**config.mk**
```make
export PLATFORM = sky130hd
export DESIGN_NAME = mul_seq_ctrl
export DESIGN_NICKNAME = d
export VERILOG_FILES = /design/src/rtl/mul_pkg.sv /design/src/rtl/mul_flag_gen.sv /design/src/rtl/mul_seq_ctrl.sv
export SDC_FILE = /design/constraint.sdc
export NUM_CORES = 1
export LEC_CHECK = 0
export CORE_ASPECT_RATIO = 1.1
export CORE_MARGIN = 1.5
export CORE_UTILIZATION = 55
export DETAILED_ROUTE_END_ITERATION = 10
export PLACE_DENSITY = 0.78
export SLEW_MARGIN = 20
export SYNTH_ARGS = -nofsm -noshare
export SYNTH_HDL_FRONTEND = slang
export SYNTH_SLANG_ARGS = --single-unit
```
**constraint.sdc**
```tcl
create_clock -name clk -period 6.23 [get_ports clk]
set_input_delay 1.246 -clock clk [delete_from_list [all_inputs] [get_ports clk]]
set_output_delay 1.246 -clock clk [all_outputs]
set_load 0.01 [all_outputs]
```
**src/rtl/mul_pkg.sv**
```systemverilog
// Shared definitions for the sequential multiply path.
// Provides: FSM state encoding, [N,Z,C,V] flag bit positions, default width.
// Imported by mul_seq_ctrl and mul_flag_gen.
package mul_pkg;

    localparam int WIDTH_DEF = 32;

    // Flag nibble layout [N,Z,C,V] = bits [3:0]
    localparam int FLG_N = 3;
    localparam int FLG_Z = 2;
    localparam int FLG_C = 1;
    localparam int FLG_V = 0;

    typedef enum logic [1:0] {
        IDLE = 2'd0,
        CALC = 2'd1,
        FIX  = 2'd2,
        DONE = 2'd3
    } state_t;

endpackage

```
**src/rtl/mul_flag_gen.sv**
```systemverilog
// Flag generator for the multiply result (combinational, zero latency).
// Ports: P = full 2*WIDTH signed product, S = set-flags enable,
//        Flag = incoming [N,Z,C,V], New_Flag = outgoing [N,Z,C,V].
module mul_flag_gen
    import mul_pkg::*;
#(
    parameter int WIDTH = WIDTH_DEF
) (
    input  logic [2*WIDTH-1:0] P,
    input  logic               S,
    input  logic [3:0]         Flag,
    output logic [3:0]         New_Flag
);

    // Upper half plus the result sign bit: the truncated result is a
    // faithful signed value only when all of these bits agree.
    logic [WIDTH:0] hi_bits;
    assign hi_bits = P[2*WIDTH-1:WIDTH-1];

    always_comb begin
        New_Flag = Flag;
        if (S) begin
            New_Flag[FLG_N] = P[WIDTH-1];
            New_Flag[FLG_Z] = (P[WIDTH-1:0] == '0);
            New_Flag[FLG_C] = Flag[FLG_C];
            New_Flag[FLG_V] = !((hi_bits == '0) || (&hi_bits));
        end
    end

endmodule

```
**src/rtl/mul_seq_ctrl.sv**
```systemverilog
// Multi-cycle signed multiplier: radix-2 shift-add over magnitudes, sign fixed at the end.
// Ports: clk/rst (async, active-high); start/In1/In2/S/Flag request inputs latched in IDLE;
//        busy (CALC/FIX), done (one-cycle pulse), Result (low WIDTH bits), New_Flag [N,Z,C,V].
module mul_seq_ctrl
    import mul_pkg::*;
#(
    parameter int WIDTH = WIDTH_DEF,
    parameter int CNT_W = 6
) (
    input  logic             clk,
    input  logic             rst,
    input  logic             start,
    input  logic [WIDTH-1:0] In1,
    input  logic [WIDTH-1:0] In2,
    input  logic             S,
    input  logic [3:0]       Flag,
    output logic             busy,
    output logic             done,
    output logic [WIDTH-1:0] Result,
    output logic [3:0]       New_Flag
);

    state_t state;
    state_t state_nxt;

    logic [WIDTH-1:0]   mcand;      // |In1|
    logic [WIDTH-1:0]   mplier;     // |In2|, consumed LSB first
    logic [2*WIDTH-1:0] acc;
    logic [CNT_W-1:0]   cnt;
    logic               sign;
    logic               s_lat;
    logic [3:0]         flag_lat;

    logic [WIDTH-1:0]   a_mag;
    logic [WIDTH-1:0]   b_mag;
    logic [2*WIDTH-1:0] addend;
    logic [2*WIDTH-1:0] prod;
    logic [3:0]         flag_nxt;
    logic               last_iter;

    // Unsigned magnitudes: -(-2^(WIDTH-1)) wraps to 2^(WIDTH-1), which is
    // exactly the right unsigned value.
    assign a_mag = In1[WIDTH-1] ? -In1 : In1;
    assign b_mag = In2[WIDTH-1] ? -In2 : In2;

    assign addend    = {{WIDTH{1'b0}}, mcand} << cnt;
    assign prod      = sign ? -acc : acc;
    assign last_iter = (cnt == CNT_W'(WIDTH - 1));

    assign busy = (state == CALC) || (state == FIX);
    assign done = (state == DONE);

    mul_flag_gen #(
        .WIDTH (WIDTH)
    ) u_flag_gen (
        .P        (prod),
        .S        (s_lat),
        .Flag     (flag_lat),
        .New_Flag (flag_nxt)
    );

    always_ff @(posedge clk or posedge rst) begin
        if (rst) begin
            state <= IDLE;
        end else begin
            state <= state_nxt;
        end
    end

    always_comb begin
        state_nxt = state;
        case (state)
            IDLE:    if (start) state_nxt = CALC;
            CALC:    if (last_iter) state_nxt = FIX;
            FIX:     state_nxt = DONE;
            DONE:    state_nxt = IDLE;
            default: state_nxt = IDLE;
        endcase
    end

    always_ff @(posedge clk or posedge rst) begin
        if (rst) begin
            mcand    <= '0;
            mplier   <= '0;
            acc      <= '0;
            cnt      <= '0;
            sign     <= 1'b0;
            s_lat    <= 1'b0;
            flag_lat <= '0;
            Result   <= '0;
            New_Flag <= '0;
        end else begin
            case (state)
                IDLE: begin
                    if (start) begin
                        mcand    <= a_mag;
                        mplier   <= b_mag;
                        sign     <= In1[WIDTH-1] ^ In2[WIDTH-1];
                        s_lat    <= S;
                        flag_lat <= Flag;
                        acc      <= '0;
                        cnt      <= '0;
                    end
                end
                CALC: begin
                    if (mplier[0]) begin
                        acc <= acc + addend;
                    end
                    mplier <= mplier >> 1;
                    cnt    <= cnt + CNT_W'(1);
                end
                FIX: begin
                    Result   <= prod[WIDTH-1:0];
                    New_Flag <= flag_nxt;
                end
                default: ;
            endcase
        end
    end

endmodule

```
# Word-level counts from Yosys, hierarchy flattened
# Cells that the tools add are included.
# word_totals
register_bits	178
in_bits	72
output_inout_bits	38
word_cells	50
# op_classes
add_sub_neg	5
eq_ne	7
shifts	1
mux	14
bitwise	1
n_reduce_logical	12
# ops
op	count
$mux 64	3
$pmux 64 s2	1
$mux 32	3
$add 64x64->64	1
$neg 32->32	2
$neg 64->64	1
$pmux 32 s2	1
$shl 32x6->64	1
$logic_not 33->1	1
$reduce_and 33->1	1
$logic_not 32->1	1
$pmux 6 s2	1
$pmux 2 s4	1
$add 6x1->6 const B	1
$eq 6x5->1 const B	1
$mux 6	1
$ne 2x2->1 const B	3
$reduce_and 2->1	3
$eq 2x2->1 const B	2
$mux 2	2
$mux 4	1
$reduce_and 3->1	1
$eq 2x1->1 const B	1
$logic_not 2->1	1
4 further kinds	5

# Longest topological paths before layout
# Gate-level depths: netlist (run 1).
# logic_depth
word_depth	6
depth_mapped	25

# By module
# Synthesis (run 1) repeated with hierarchy kept, for this count alone.
# unflattened
hier_cells	1891
hier_area_um2	15434.8
# by_module_without_submodules
module	n_inst	cells_per_inst	area_each_um2
mul_seq_ctrl	1	1851	15183.3
mul_flag_gen	1	40	251.5

# Worst setup path before layout (run 1)
# OpenSTA, ideal clock, no wires.
# synth_path
kind	register to register
startpoint	register cnt[0]
endpoint	register acc[58]
arrival_ps	5732
path_slack_ps	366
stages_incl_launch_ff	24
n_path_buf	5
synth_period_minus_slack_ps	5864
path_cell_list	dfrtp_1 > clkbuf_1 > clkbuf_1 > buf_1 > clkbuf_1 > a211oi_1 > a21oi_1 > mux2i_1 > or2_2 > mux2i_1 > and2_1 > ha_1 > clkbuf_1 > a21o_1 > o21bai_1 > nor3_1 > o311ai_0 > a311oi_1 > o21ai_1 > a221oi_1 > o21ai_1 > nand4_1 > a21oi_1 > or3_1
# synth_between
elab_chain_len	4
# synth_lines
element	line	text
start: declaration	mul_seq_ctrl.sv:29	logic [CNT_W-1:0] cnt;
start signal: assignment	mul_seq_ctrl.sv:110	cnt <= cnt + CNT_W'(1);
$shl 32x6->64	mul_seq_ctrl.sv:46	assign addend = {{WIDTH{1'b0}}, mcand} << cnt;
$add 64x64->64	mul_seq_ctrl.sv:107	acc <= acc + addend;
$mux 64	mul_seq_ctrl.sv:106	if (mplier[0]) begin
$pmux 64 s2	mul_seq_ctrl.sv:93	case (state)
end signal: assignment	mul_seq_ctrl.sv:107	
end: declaration	mul_seq_ctrl.sv:28	logic [2*WIDTH-1:0] acc;
# Every way passes these cells. The select of a mux whose other input is x is not followed.
# A chain may end at the register's enable or synchronous reset.

# Final worst setup path (run 1)
# layout_path
startpoint	register cnt[0]
endpoint	register acc[60]
# The elaborated chain is that of the path after synthesis.

==> impl_metrics.py, run 1 <==
metrics = {
    "drt": {
        "drt-wirelength-per-cell_microns": 19.16,
        "route.final.wire_length_mm": 48.35,
        "detail_route.first_pass.iterations": 5,
        "vias_per_cell": 6.311,
        "vias": 15920,
        "detail-route-antenna-nets": 0,
        "drt-initial-drc-count": 1436,
        "drc": 0,
    },
    "synth": {
        "yosysTopAreaCell": "sky130_fd_sc_hd__dfrtp_1",
        "distinct_cell_type_count_of_the_synthesized_netlist": 71,
        "synth_seq_cells": 178,
        "synthesis.area_sq_um": 16270,
        "synth_top_cell_area_share": 0.2737,
        "syn_area_per_cell_sq_um": 7.662,
        "synth_fp_nets": 2269,
        "yosys-top-cells-count": "sky130_fd_sc_hd__nand2_1, sky130_fd_sc_hd__o21ai_0, sky130_fd_sc_hd__nor2_1",
        "synth_edf_count": 0,
        "async_flop_share": 1.000,
        "post_synth_main_area_contributors": "sky130_fd_sc_hd__dfrtp_1, sky130_fd_sc_hd__o21ai_0, sky130_fd_sc_hd__nand2_1",
        "syn-instance-count": 2124,
        "synthMostInstantiatedCell": "sky130_fd_sc_hd__nand2_1",
        "synth_sequential_area_ratio": 0.2737,
        "synth_ff_type": "sky130_fd_sc_hd__dfrtp_1",
        "yosysWarningCount": 0,
    },
    "worst_hold_path": {
        "hold_path_depth": 2,
        "worst_hold_path_type": "reg -> reg",
    },
    "floorplanning": {
        "fp.dieH_microns": 183.4,
        "dieWidth_microns": 167.0,
        "io-pin-count": 110,
        "design.die.area_sq_um": 30630,
        "floorplan.rows": 65,
        "core_sq_um": 28870,
        "initial_util": 0.5636,
    },
    "critical_path": {
        "critical_path.cell_chain": "buf_4, mux2i_1, nor2_1, mux2i_1, or2_2, mux2i_1, and2_1, ha_1, a21o_1, o21bai_1, nor3_1, o311ai_0, a311oi_1, o21ai_1, a221oi_1, buf_4, o31ai_1, a31oi_1, xor2_1, o21ai_0",
        "critical_path_depth": 20,
        "worst_ep_required_time_ps": 6520,
        "crit_path_top_delay_cell": "sky130_fd_sc_hd__dfrtp_4",
        "critical-path-top-delay-family": "compound AO/OA/AOI/OAI gates",
        "most_used_cell_along_the_critical_path": "sky130_fd_sc_hd__mux2i_1",
        "highest_cell_delay_on_the_worst_timing_path_ps": 660,
        "timing_worst_setup_path_type": "reg -> reg",
        "r2r.worst_path.cells": 20,
        "worstSetupEndpointType": "flip-flop",
        "crit_path_start_kind": "flip-flop",
        "cp_data_arrival_time_ps": 5940,
        "worstPathBufferInverterCount": 2,
        "ff2ff_setup_slack_ps": 580,
        "crit_path_max_fanout": 26,
    },
    "place": {
        "dpl_worst_slack_ps": 497.5,
        "dpl.hpwl_mm": 37.57,
        "postPlaceCellArea_sq_um": 17560,
        "port_buffers": 109,
        "finalWeightedCongestion": 1.093,
    },
    "clocking": {
        "insertion_delay_ps": 450,
        "cts_hold_buffers": 0,
        "maximum_number_of_buffers_from_clock_root_to_sink": 2,
        "cts_root_buffer": "sky130_fd_sc_hd__clkbuf_16",
        "clock-sinks": 178,
        "htreeDepth": 4,
        "cts_tree": "yes",
        "cts_buffers": 17,
        "cts.clk_slew.worst_paths_ps": 80,
    },
    "finish": {
        "area.sequential_sq_um": 4461,
        "n_antenna_cell": 0,
        "filler_cell_count": 2588,
        "post_route_design_area_sq_um": 18180,
        "multi_input_comb_area_sq_um": 11170,
        "area_added_between_synthesis_and_finish_pct": 11.70,
        "drive_above_1_share": 0.06821,
        "finish.net_count": 2287,
    },
    "power": {
        "vdd_ir_max_mv": 0.2952,
        "cellPowerDensity_nw_per_um2": 556.4,
        "power_leakage_nw": 7.825,
        "tot_pwr_mw": 10.11,
    },
    "timing": {
        "maxClockFrequency_ghz": 0.1769,
        "timing.setup.tns_ps": 0,
        "final.setup.worst_slack_ps": 577.5,
        "worst_hold_slack_ps": 485.7,
        "worst_clock_skew_ps": 14.20,
        "period_share": 0.9073,
        "report.final.slew_viol_count": 0,
        "post-route-min-period_ps": 5653,
        "slew_headroom": 0.2784,
        "final-hold-violation-count": 0,
        "rsz_0062_raised_after_global_routing": "false",
        "finalSetupViolations": 0,
        "tightestPinTransition_ps": 1073,
    },
    "grt": {
        "grt_pass1_wl_mm": 78.18,
        "number_of_global_route_vias_before_repair": 14840,
        "grt_usage": 0.3207,
        "grt_antenna_before_repair": 0,
        "global_route.overflow_total": 0,
        "pin_count_of_the_biggest_net_entering_global_routing": 94,
    },
    "run": {
        "max_cap_violations": 0,
    },
    "outcome": {
        "outcome": "finished clean",
    },
}
## cells by family after synthesis
kind of cell | Yosys count | synth area share
flops | 178 | 0.2737
fa+ha+maj | 73 | 0.05659
xor+xnor | 172 | 0.09257
simple gates | 794 | 0.2286
compound gates | 633 | 0.2321
mux | 97 | 0.07489
buf+inv | 177 | 0.04152
## worst reg2reg max path: stages (launching register included)
cell and delay (ps):
sky130_fd_sc_hd__dfrtp_4 660, sky130_fd_sc_hd__buf_4 270, sky130_fd_sc_hd__mux2i_1 120, sky130_fd_sc_hd__nor2_1 330, sky130_fd_sc_hd__mux2i_1 150, sky130_fd_sc_hd__or2_2 340
sky130_fd_sc_hd__mux2i_1 190, sky130_fd_sc_hd__and2_1 200, sky130_fd_sc_hd__ha_1 310, sky130_fd_sc_hd__a21o_1 240, sky130_fd_sc_hd__o21bai_1 190, sky130_fd_sc_hd__nor3_1 290
sky130_fd_sc_hd__o311ai_0 260, sky130_fd_sc_hd__a311oi_1 560, sky130_fd_sc_hd__o21ai_1 230, sky130_fd_sc_hd__a221oi_1 290, sky130_fd_sc_hd__buf_4 190, sky130_fd_sc_hd__o31ai_1 130
sky130_fd_sc_hd__a31oi_1 260, sky130_fd_sc_hd__xor2_1 170, sky130_fd_sc_hd__o21ai_0 90
## metal layers
layer  share of wire  vias to the layer above  track usage
met2            0.45                      583       0.5103
met1            0.44                     7536       0.4258
met5               0                        -            0
li1                -                     7672            -
met4           0.052                        0       0.1735
met3           0.058                      131      0.04230
## registers in the layout, indices dropped and copies added (netlist names)
name / cells
New_Flag: 4
Result: 32
acc: 64
cnt: 6
flag_lat: 4
mcand: 32
mplier: 32
s_lat: 1
sign: 1
state: 2
## repair_timing
action	CTS	global route
setup endpoints to repair	0	4
buffers inserted	0	0
gates resized for setup	0	1
## layout make-up
class                      count  share of cell area
multi-input combinational   1769              0.6147
sequential                   178              0.2454
timing repair buffer         141             0.07475
clock buffer                  21             0.02588
tap                          368             0.02533
inverter                      35            0.007503
clock inverter                11            0.006470
## through the flow
| stage | utilization | cells |
|---|---|---|
| after floorplan | - | 2124 |
| after global placement | 0.6084 | 2490 |
| after detailed placement | 0.6084 | 2490 |
| after CTS | 0.6287 | 2522 |
| after global routing | 0.6296 | 2523 |
| final | 0.6296 | 2523 |
## final timing paths
check	start	end
max in group asynchronous	rst	acc[60]
hold reg to reg	mplier[13]	mplier[13]
setup / recovery	cnt[0]	acc[60]
setup reg to reg	cnt[0]	acc[60]
min in group asynchronous	rst	state[1]
hold / removal	mplier[13]	mplier[13]
## placed cells by master (no fill, tap or decap), types with 7 or more instances in the layout
master and n:
sky130_fd_sc_hd__a211oi_1 10, sky130_fd_sc_hd__a21o_1 39, sky130_fd_sc_hd__a21oi_1 160, sky130_fd_sc_hd__a22o_1 12, sky130_fd_sc_hd__a31oi_1 19, sky130_fd_sc_hd__a32oi_1 13
sky130_fd_sc_hd__and2_1 19, sky130_fd_sc_hd__and3_1 9, sky130_fd_sc_hd__buf_4 30, sky130_fd_sc_hd__clkbuf_16 17, sky130_fd_sc_hd__clkdlybuf4s50_1 108, sky130_fd_sc_hd__dfrtp_1 175
sky130_fd_sc_hd__ha_1 70, sky130_fd_sc_hd__inv_1 33, sky130_fd_sc_hd__mux2_2 28, sky130_fd_sc_hd__mux2i_1 52, sky130_fd_sc_hd__mux4_2 17, sky130_fd_sc_hd__nand2_1 309
sky130_fd_sc_hd__nand2b_1 25, sky130_fd_sc_hd__nand3_1 30, sky130_fd_sc_hd__nand3b_1 7, sky130_fd_sc_hd__nand4_1 25, sky130_fd_sc_hd__nor2_1 194, sky130_fd_sc_hd__nor2b_1 18
sky130_fd_sc_hd__nor3_1 41, sky130_fd_sc_hd__nor4_1 22, sky130_fd_sc_hd__o21ai_0 250, sky130_fd_sc_hd__o21bai_1 12, sky130_fd_sc_hd__o22ai_1 17, sky130_fd_sc_hd__o31ai_1 35
sky130_fd_sc_hd__o41ai_1 10, sky130_fd_sc_hd__or2_2 18, sky130_fd_sc_hd__or3_1 34, sky130_fd_sc_hd__or4_1 19, sky130_fd_sc_hd__xnor2_1 54, sky130_fd_sc_hd__xor2_1 118
## report_power, final
group	internal, mW	leakage [nW]	total [mW]	switching (mW)
sequential	1.64	2.24	2.31	0.673
clock	0.595	0.289	1.11	0.519
combinational	2.63	5.29	6.69	4.06
total	4.86	7.82	10.1	5.25
(Power assumes the default switching activity.)
==> run 2: changes to the inputs <==
--- a/config.mk
+++ b/config.mk
@@ -9,7 +9,8 @@
 export CORE_MARGIN = 1.5
 export CORE_UTILIZATION = 55
 export DETAILED_ROUTE_END_ITERATION = 10
-export PLACE_DENSITY = 0.78
+export DONT_BUFFER_PORTS = 1
+export PLACE_DENSITY = 0.73
 export SLEW_MARGIN = 20
 export SYNTH_ARGS = -nofsm -noshare
 export SYNTH_HDL_FRONTEND = slang
==> run 2 against run 1 <==
Register-to-register slack worse by 130 ps. First-iteration DRC count is 3.7% lower. Worst setup slack worse by 130 ps. Combinational power is 6.7% lower. Global-route usage is 1.2 points lower. Hold slack worse by 3.3 ps. Critical path type unchanged. Largest power group unchanged.
==> impl_metrics.py, run 2 (synthesized netlist as in run 1, its figures left out) <==
metrics = {
    "clocking": {
        "cts.clk_slew.worst_paths_ps": 80,
        "cts_hold_buffers": 0,
        "cts_tree": "yes",
        "post-cts-setup-buffers": 0,
        "post_cts.resized_instances": 0,
        "insertion_delay_ps": 450,
        "maximum_number_of_buffers_from_clock_root_to_sink": 2,
        "htreeDepth": 4,
        "cts_buffers": 17,
        "cts_root_buffer": "sky130_fd_sc_hd__clkbuf_16",
        "clock-sinks": 178,
    },
    "timing": {
        "final-hold-violation-count": 0,
        "post-route-min-period_ps": 5780,
        "tightestPinTransition_ps": 1044,
        "worst_clock_skew_ps": 14.33,
        "finalSetupViolations": 0,
        "report.final.slew_viol_count": 0,
        "maxClockFrequency_ghz": 0.1730,
        "timing.setup.tns_ps": 0,
        "rsz_0062_raised_after_global_routing": "false",
        "period_share": 0.9278,
        "slew_headroom": 0.2978,
        "final.setup.worst_slack_ps": 450.0,
    },
    "worst_hold_path": {
        "worst_hold_path_type": "reg -> reg",
        "hp-start": "mplier[13]",
    },
    "critical_path": {
        "highest_cell_delay_on_the_worst_timing_path_ps": 610,
        "worstPathBufferInverterCount": 0,
        "cp_data_arrival_time_ps": 6160,
        "worstSetupEndpointType": "flip-flop",
        "crit_path_start_kind": "flip-flop",
        "worst_ep_required_time_ps": 6610,
        "crit_path_max_fanout": 20,
        "critical_path.cell_chain": "mux4_2, mux2_2, o21ai_0, mux2i_1, and2_1, ha_1, a21oi_1, o21ai_0, a221oi_1, o21ai_0, nor3_1, a21oi_1, a41o_1, a221oi_1, mux2i_1, or4_1, nand3_1",
        "most_used_cell_along_the_critical_path": "sky130_fd_sc_hd__o21ai_0",
        "critical-path-top-delay-family": "compound AO/OA/AOI/OAI gates",
        "r2r_start": "cnt[0]",
        "launch_point_of_the_critical_path": "cnt[0]",
        "crit_path_top_delay_cell": "sky130_fd_sc_hd__dfrtp_4",
        "timing_worst_setup_path_type": "reg -> reg",
    },
    "floorplanning": {
        "dieWidth_microns": 167.0,
        "core_sq_um": 28870,
        "fp.dieH_microns": 183.4,
        "initial_util": 0.5636,
        "design.die.area_sq_um": 30630,
        "io-pin-count": 110,
        "floorplan.rows": 65,
    },
    "grt": {
        "number_of_global_route_vias_before_repair": 14260,
        "global_route.overflow_total": 0,
        "grt_usage": 0.3091,
        "grt_antenna_before_repair": 0,
        "pin_count_of_the_biggest_net_entering_global_routing": 80,
        "grt_pass1_wl_mm": 75.20,
    },
    "drt": {
        "drt-wirelength-per-cell_microns": 19.66,
        "detail_route.first_pass.iterations": 6,
        "drc": 0,
        "detail-route-antenna-nets": 0,
        "drt-initial-drc-count": 1383,
        "route.final.wire_length_mm": 47.37,
        "vias": 15310,
        "vias_per_cell": 6.354,
    },
    "finish": {
        "n_antenna_cell": 0,
        "layout.cells.most_common": "sky130_fd_sc_hd__nand2_1",
        "final_cell_mix": "sky130_fd_sc_hd__nand2_1, sky130_fd_sc_hd__o21ai_0, sky130_fd_sc_hd__nor2_1",
        "area_added_between_synthesis_and_finish_pct": 4.944,
        "regMostFlops": "acc",
        "drive_above_1_share": 0.06957,
        "number_of_flip_flops_under_the_largest_register_name": 64,
        "finish.net_count": 2173,
    },
    "run": {
        "max_cap_violations": 0,
    },
    "power": {
        "cellPowerDensity_nw_per_um2": 570.0,
        "vdd_ir_max_mv": 0.2416,
        "power_leakage_nw": 7.377,
    },
    "place": {
        "dpl.hpwl_mm": 36.70,
        "port_buffers": 0,
        "finalWeightedCongestion": 0.9510,
        "dpl_worst_slack_ps": 460.6,
    },
    "outcome": {
        "outcome": "finished clean",
    },
}
-- run 2: changes by cell type in the layout (fill, tap and decap cells not counted), sizes merged --
cell / previous run / this run
buf: 33 / 27
clkbuf: 21 / 19
clkdlybuf4s50: 108 / 0
clkinv: 3 / 4
clkinvlp: 1 / 2
-- run 2: layer usage --
metal,vias up,global-route usage,share of wire,wire [microns]
li1,7471,-,-,-
met1,7193,0.4068,0.44,20920
met2,540,0.5150,0.46,21960
met3,103,0.03388,0.054,2577
met4,0,0.1367,0.040,1903
met5,-,0,0,0
-- run 2: path summary, 6_finish.rpt --
check,to,slack (ps),depth (start not counted)
setup reg to reg,acc[63],450,17
max in group asynchronous,sign,4220,2
hold / removal,mplier[13],480,2
setup / recovery,acc[63],450,17
hold reg to reg,mplier[13],480,2
min in group asynchronous,mcand[0],770,1
-- run 2: cell type report --
class / instances / area (sq um)
clock buffers: 19 / 452.9
inverters: 35 / 136.4
repair buffers: 27 / 226.5
fillers: 2691 / 11790
well taps: 368 / 460.4
multi-input cells: 1769 / 11170
clock inverters: 13 / 167.7
flip-flops and latches: 178 / 4461
-- run 2: per-stage QoR --
| stage | instances | power (mW) | util | area (sq um) | hold WS (ps) |
|---|---|---|---|---|---|
| 2_1_floorplan | 2124 | 6.914 | - | 16270 | 449.6 |
| 3_3_place_gp | 2376 | 8.335 | 0.5688 | 16420 | 461.2 |
| 3_5_place_dp | 2376 | 8.459 | 0.5688 | 16420 | 470.9 |
| 4_1_cts | 2408 | 9.621 | 0.5903 | 17040 | 487.9 |
| 5_1_grt | 2409 | 10.52 | 0.5915 | 17080 | 512.3 |
| 6_report | 2409 | 9.734 | 0.5915 | 17080 | 482.4 |
-- run 2: report_power, final --
group / leakage [nW] / internal [mW] / switching, mW
logic: 4.84 / 2.35 / 3.89
registers: 2.24 / 1.64 / 0.718
clock network: 0.298 / 0.598 / 0.533
total: 7.38 / 4.59 / 5.14
-- run 2: worst min-delay path, stage by stage, from the launching register on --
cell	delay (ps)
sky130_fd_sc_hd__dfrtp_1	350
sky130_fd_sc_hd__nand2_1	50
sky130_fd_sc_hd__o21ai_0	60
==> run 3: changes to the inputs <==
--- a/config.mk
+++ b/config.mk
@@ -5,6 +5,7 @@
 export SDC_FILE = /design/constraint.sdc
 export NUM_CORES = 1
 export LEC_CHECK = 0
+export ABC_AREA = 1
 export CORE_ASPECT_RATIO = 1.1
 export CORE_MARGIN = 1.5
 export CORE_UTILIZATION = 55
==> run 3 against run 2 <==
Synthesized area grew 6.8%. Largest cell class unchanged. Flip-flop and latch count unchanged. Combinational power rose by 29%. Global-route usage up 11 points. Final cell count rose by 35%. Hold slack better by 1.2 ps. Wire length grew 44%. Die area grew 6.7%. Critical endpoint is now acc[61].
==> impl_metrics.py, run 3 <==
metrics = {
    "finish": {
        "final_cell_mix": "sky130_fd_sc_hd__nand2_1, sky130_fd_sc_hd__nor2_1, sky130_fd_sc_hd__o21ai_0",
        "filler_cell_count": 3110,
        "layout.core_utilization": 0.5865,
        "area.sequential_sq_um": 4456,
        "multi_input_comb_area_sq_um": 11410,
        "post_route_design_area_sq_um": 18310,
        "layout.cells.most_common": "sky130_fd_sc_hd__nand2_1",
        "final_cells": 3262,
        "n_antenna_cell": 0,
        "finish.net_count": 2974,
        "drive_above_1_share": 0.04398,
        "number_of_flip_flops_under_the_largest_register_name": 64,
        "area_added_between_synthesis_and_finish_pct": 5.355,
        "regMostFlops": "acc",
    },
    "synth": {
        "async_flop_share": 1.000,
        "post_synth_main_area_contributors": "sky130_fd_sc_hd__dfrtp_1, sky130_fd_sc_hd__nand2_1, sky130_fd_sc_hd__o21ai_0",
        "synth_sequential_area_ratio": 0.2562,
        "yosysTopAreaCell": "sky130_fd_sc_hd__dfrtp_1",
        "synth_top_cell_area_share": 0.2562,
        "distinct_cell_type_count_of_the_synthesized_netlist": 58,
        "synth_seq_cells": 178,
        "synth_fp_nets": 3025,
        "syn_area_per_cell_sq_um": 6.036,
        "synthMostInstantiatedCell": "sky130_fd_sc_hd__nand2_1",
        "synthesis.area_sq_um": 17380,
        "synth_edf_count": 0,
        "yosysWarningCount": 0,
        "syn-instance-count": 2880,
        "synth_ff_type": "sky130_fd_sc_hd__dfrtp_1",
        "yosys-top-cells-count": "sky130_fd_sc_hd__nand2_1, sky130_fd_sc_hd__nor2_1, sky130_fd_sc_hd__o21ai_0",
    },
    "power": {
        "cellPowerDensity_nw_per_um2": 626.5,
        "power_leakage_nw": 9.111,
        "vdd_ir_max_mv": 0.3482,
        "tot_pwr_mw": 11.47,
    },
    "drt": {
        "drc": 0,
        "detail-route-antenna-nets": 0,
        "detail_route.first_pass.iterations": 8,
        "drt-initial-drc-count": 1787,
        "vias": 19780,
        "drt-wirelength-per-cell_microns": 20.86,
        "vias_per_cell": 6.063,
        "route.final.wire_length_mm": 68.05,
    },
    "critical_path": {
        "cp_data_arrival_time_ps": 5750,
        "critical_path.cell_chain": "inv_1, o21ai_0, nand2_1, o21ai_0, o21ai_0, o221ai_1, ha_1, nand2_1, nor2_1, inv_1, nor2_1, inv_1, nor3_1, nand4_1, nand3_1, nand2_1, nand3_1, a21oi_1, o21ai_0, o21ai_0",
        "timing_worst_setup_path_type": "reg -> reg",
        "worst_ep_required_time_ps": 6560,
        "launch_point_of_the_critical_path": "cnt[1]",
        "highest_cell_delay_on_the_worst_timing_path_ps": 730,
        "crit_path_max_fanout": 34,
        "r2r_start": "cnt[1]",
        "worstSetupEndpointType": "flip-flop",
        "most_used_cell_along_the_critical_path": "sky130_fd_sc_hd__o21ai_0",
        "crit_path_top_delay_cell": "sky130_fd_sc_hd__o21ai_0",
        "crit_path_start_kind": "flip-flop",
    },
    "place": {
        "port_buffers": 0,
        "placed_cells": 3230,
        "finalWeightedCongestion": 1.079,
        "postPlaceCellArea_sq_um": 17710,
        "dpl.hpwl_mm": 54.93,
    },
    "timing": {
        "report.final.slew_viol_count": 0,
        "period_share": 0.8702,
        "maxClockFrequency_ghz": 0.1845,
        "finalSetupViolations": 0,
        "tightestPinTransition_ps": 1046,
        "worst_clock_skew_ps": 16.41,
        "final-hold-violation-count": 0,
        "post-route-min-period_ps": 5421,
        "timing.setup.tns_ps": 0,
        "slew_headroom": 0.3027,
        "rsz_0062_raised_after_global_routing": "false",
    },
    "grt": {
        "global_route.overflow_total": 0,
        "grt_pass1_wl_mm": 103.7,
        "number_of_global_route_vias_before_repair": 18430,
        "grt_antenna_before_repair": 1,
        "pin_count_of_the_biggest_net_entering_global_routing": 81,
        "grt_usage": 0.4141,
    },
    "clocking": {
        "htreeDepth": 4,
        "post-cts-setup-buffers": 0,
        "clock-sinks": 178,
        "cts_tree": "yes",
        "maximum_number_of_buffers_from_clock_root_to_sink": 2,
        "cts_hold_buffers": 0,
        "post_cts.resized_instances": 0,
        "cts_root_buffer": "sky130_fd_sc_hd__clkbuf_16",
        "cts.clk_slew.worst_paths_ps": 80,
        "insertion_delay_ps": 470,
        "cts_buffers": 17,
    },
    "floorplanning": {
        "initial_util": 0.5567,
        "core_sq_um": 31220,
        "floorplan.rows": 68,
        "dieWidth_microns": 172.5,
        "fp.dieH_microns": 189.5,
        "design.die.area_sq_um": 32680,
        "io-pin-count": 110,
    },
    "worst_hold_path": {
        "hp-start": "flag_lat[1]",
        "worst_hold_path_type": "reg -> reg",
    },
    "outcome": {
        "outcome": "finished clean",
    },
    "run": {
        "max_cap_violations": 0,
    },
}
run 3: cell types whose count changed after synthesis, sizes merged, moves of 27 or more:
cell / before / now
nand3: 30 / 137
inv: 35 / 291
xnor2: 54 / 9
o211ai: 4 / 31
mux2: 28 / 0
nor2: 194 / 406
or3: 34 / 0
o21ai: 253 / 336
clkbuf: 120 / 72
xor2: 118 / 56
mux2i: 52 / 4
nand2: 310 / 878
run 3: area by class of cell:
type,count,area share
multi-input combinational,2309,0.6230
clock buffer,21,0.02514
inverter,295,0.06074
timing repair buffer,28,0.01148
tap,420,0.02869
clock inverter,11,0.007652
sequential,178,0.2433
run 3: cells by family after synthesis:
group | count (synthesis) | share of synthesized area
AO/OA/AOI/OAI | 662 | 0.2150
buffers and inverters | 393 | 0.08789
adder cells (fa/ha/maj) | 73 | 0.05298
AND/OR/NAND/NOR | 1505 | 0.3528
flip-flops | 178 | 0.2562
multiplexers | 4 | 0.002303
XOR/XNOR | 65 | 0.03275
run 3: final timing paths:
check / endpoint / slack, ps / cells after the start
hold reg to reg: New_Flag[1] / 480 / 2
hold / removal: New_Flag[1] / 480 / 2
setup reg to reg: acc[61] / 810 / 20
max in group asynchronous: sign / 4170 / 2
min in group asynchronous: mplier[25] / 780 / 1
setup / recovery: acc[61] / 810 / 20
run 3: through the flow:
stage               setup slack, ps  hold WS (ps)
floorplan                     153.7         444.3
global placement               1224         457.6
detailed placement             1112         462.6
CTS                            1123         481.1
global route                  679.6         501.1
finish                        808.8         483.6
run 3: report_power, final:
group | leakage (nW) | internal [mW] | total (mW) | switching, mW
Clock | 0.297 | 0.624 | 1.15 | 0.526
Sequential | 2.29 | 1.64 | 2.30 | 0.664
Combinational | 6.52 | 2.33 | 8.02 | 5.69
Total | 9.11 | 4.59 | 11.5 | 6.88
run 3: worst max-delay path: cells and delay by family (launching register included):
| family | cells | cell delay, ps |
|---|---|---|
| and+or+nand+nor | 9 | 1940 |
| buffers and inverters | 3 | 820 |
| AOI/OAI and AO/OA | 7 | 1670 |
| adders and majority gates | 1 | 480 |
| DFF | 1 | 380 |
run 3: per-layer routing:
metal	global-route usage	vias to the layer above	wire [microns]
li1	-	9350	-
met1	0.4742	9153	25280
met4	0.2939	2	5144
met2	0.6939	1026	31460
met3	0.08414	245	6104
met5	0	-	50
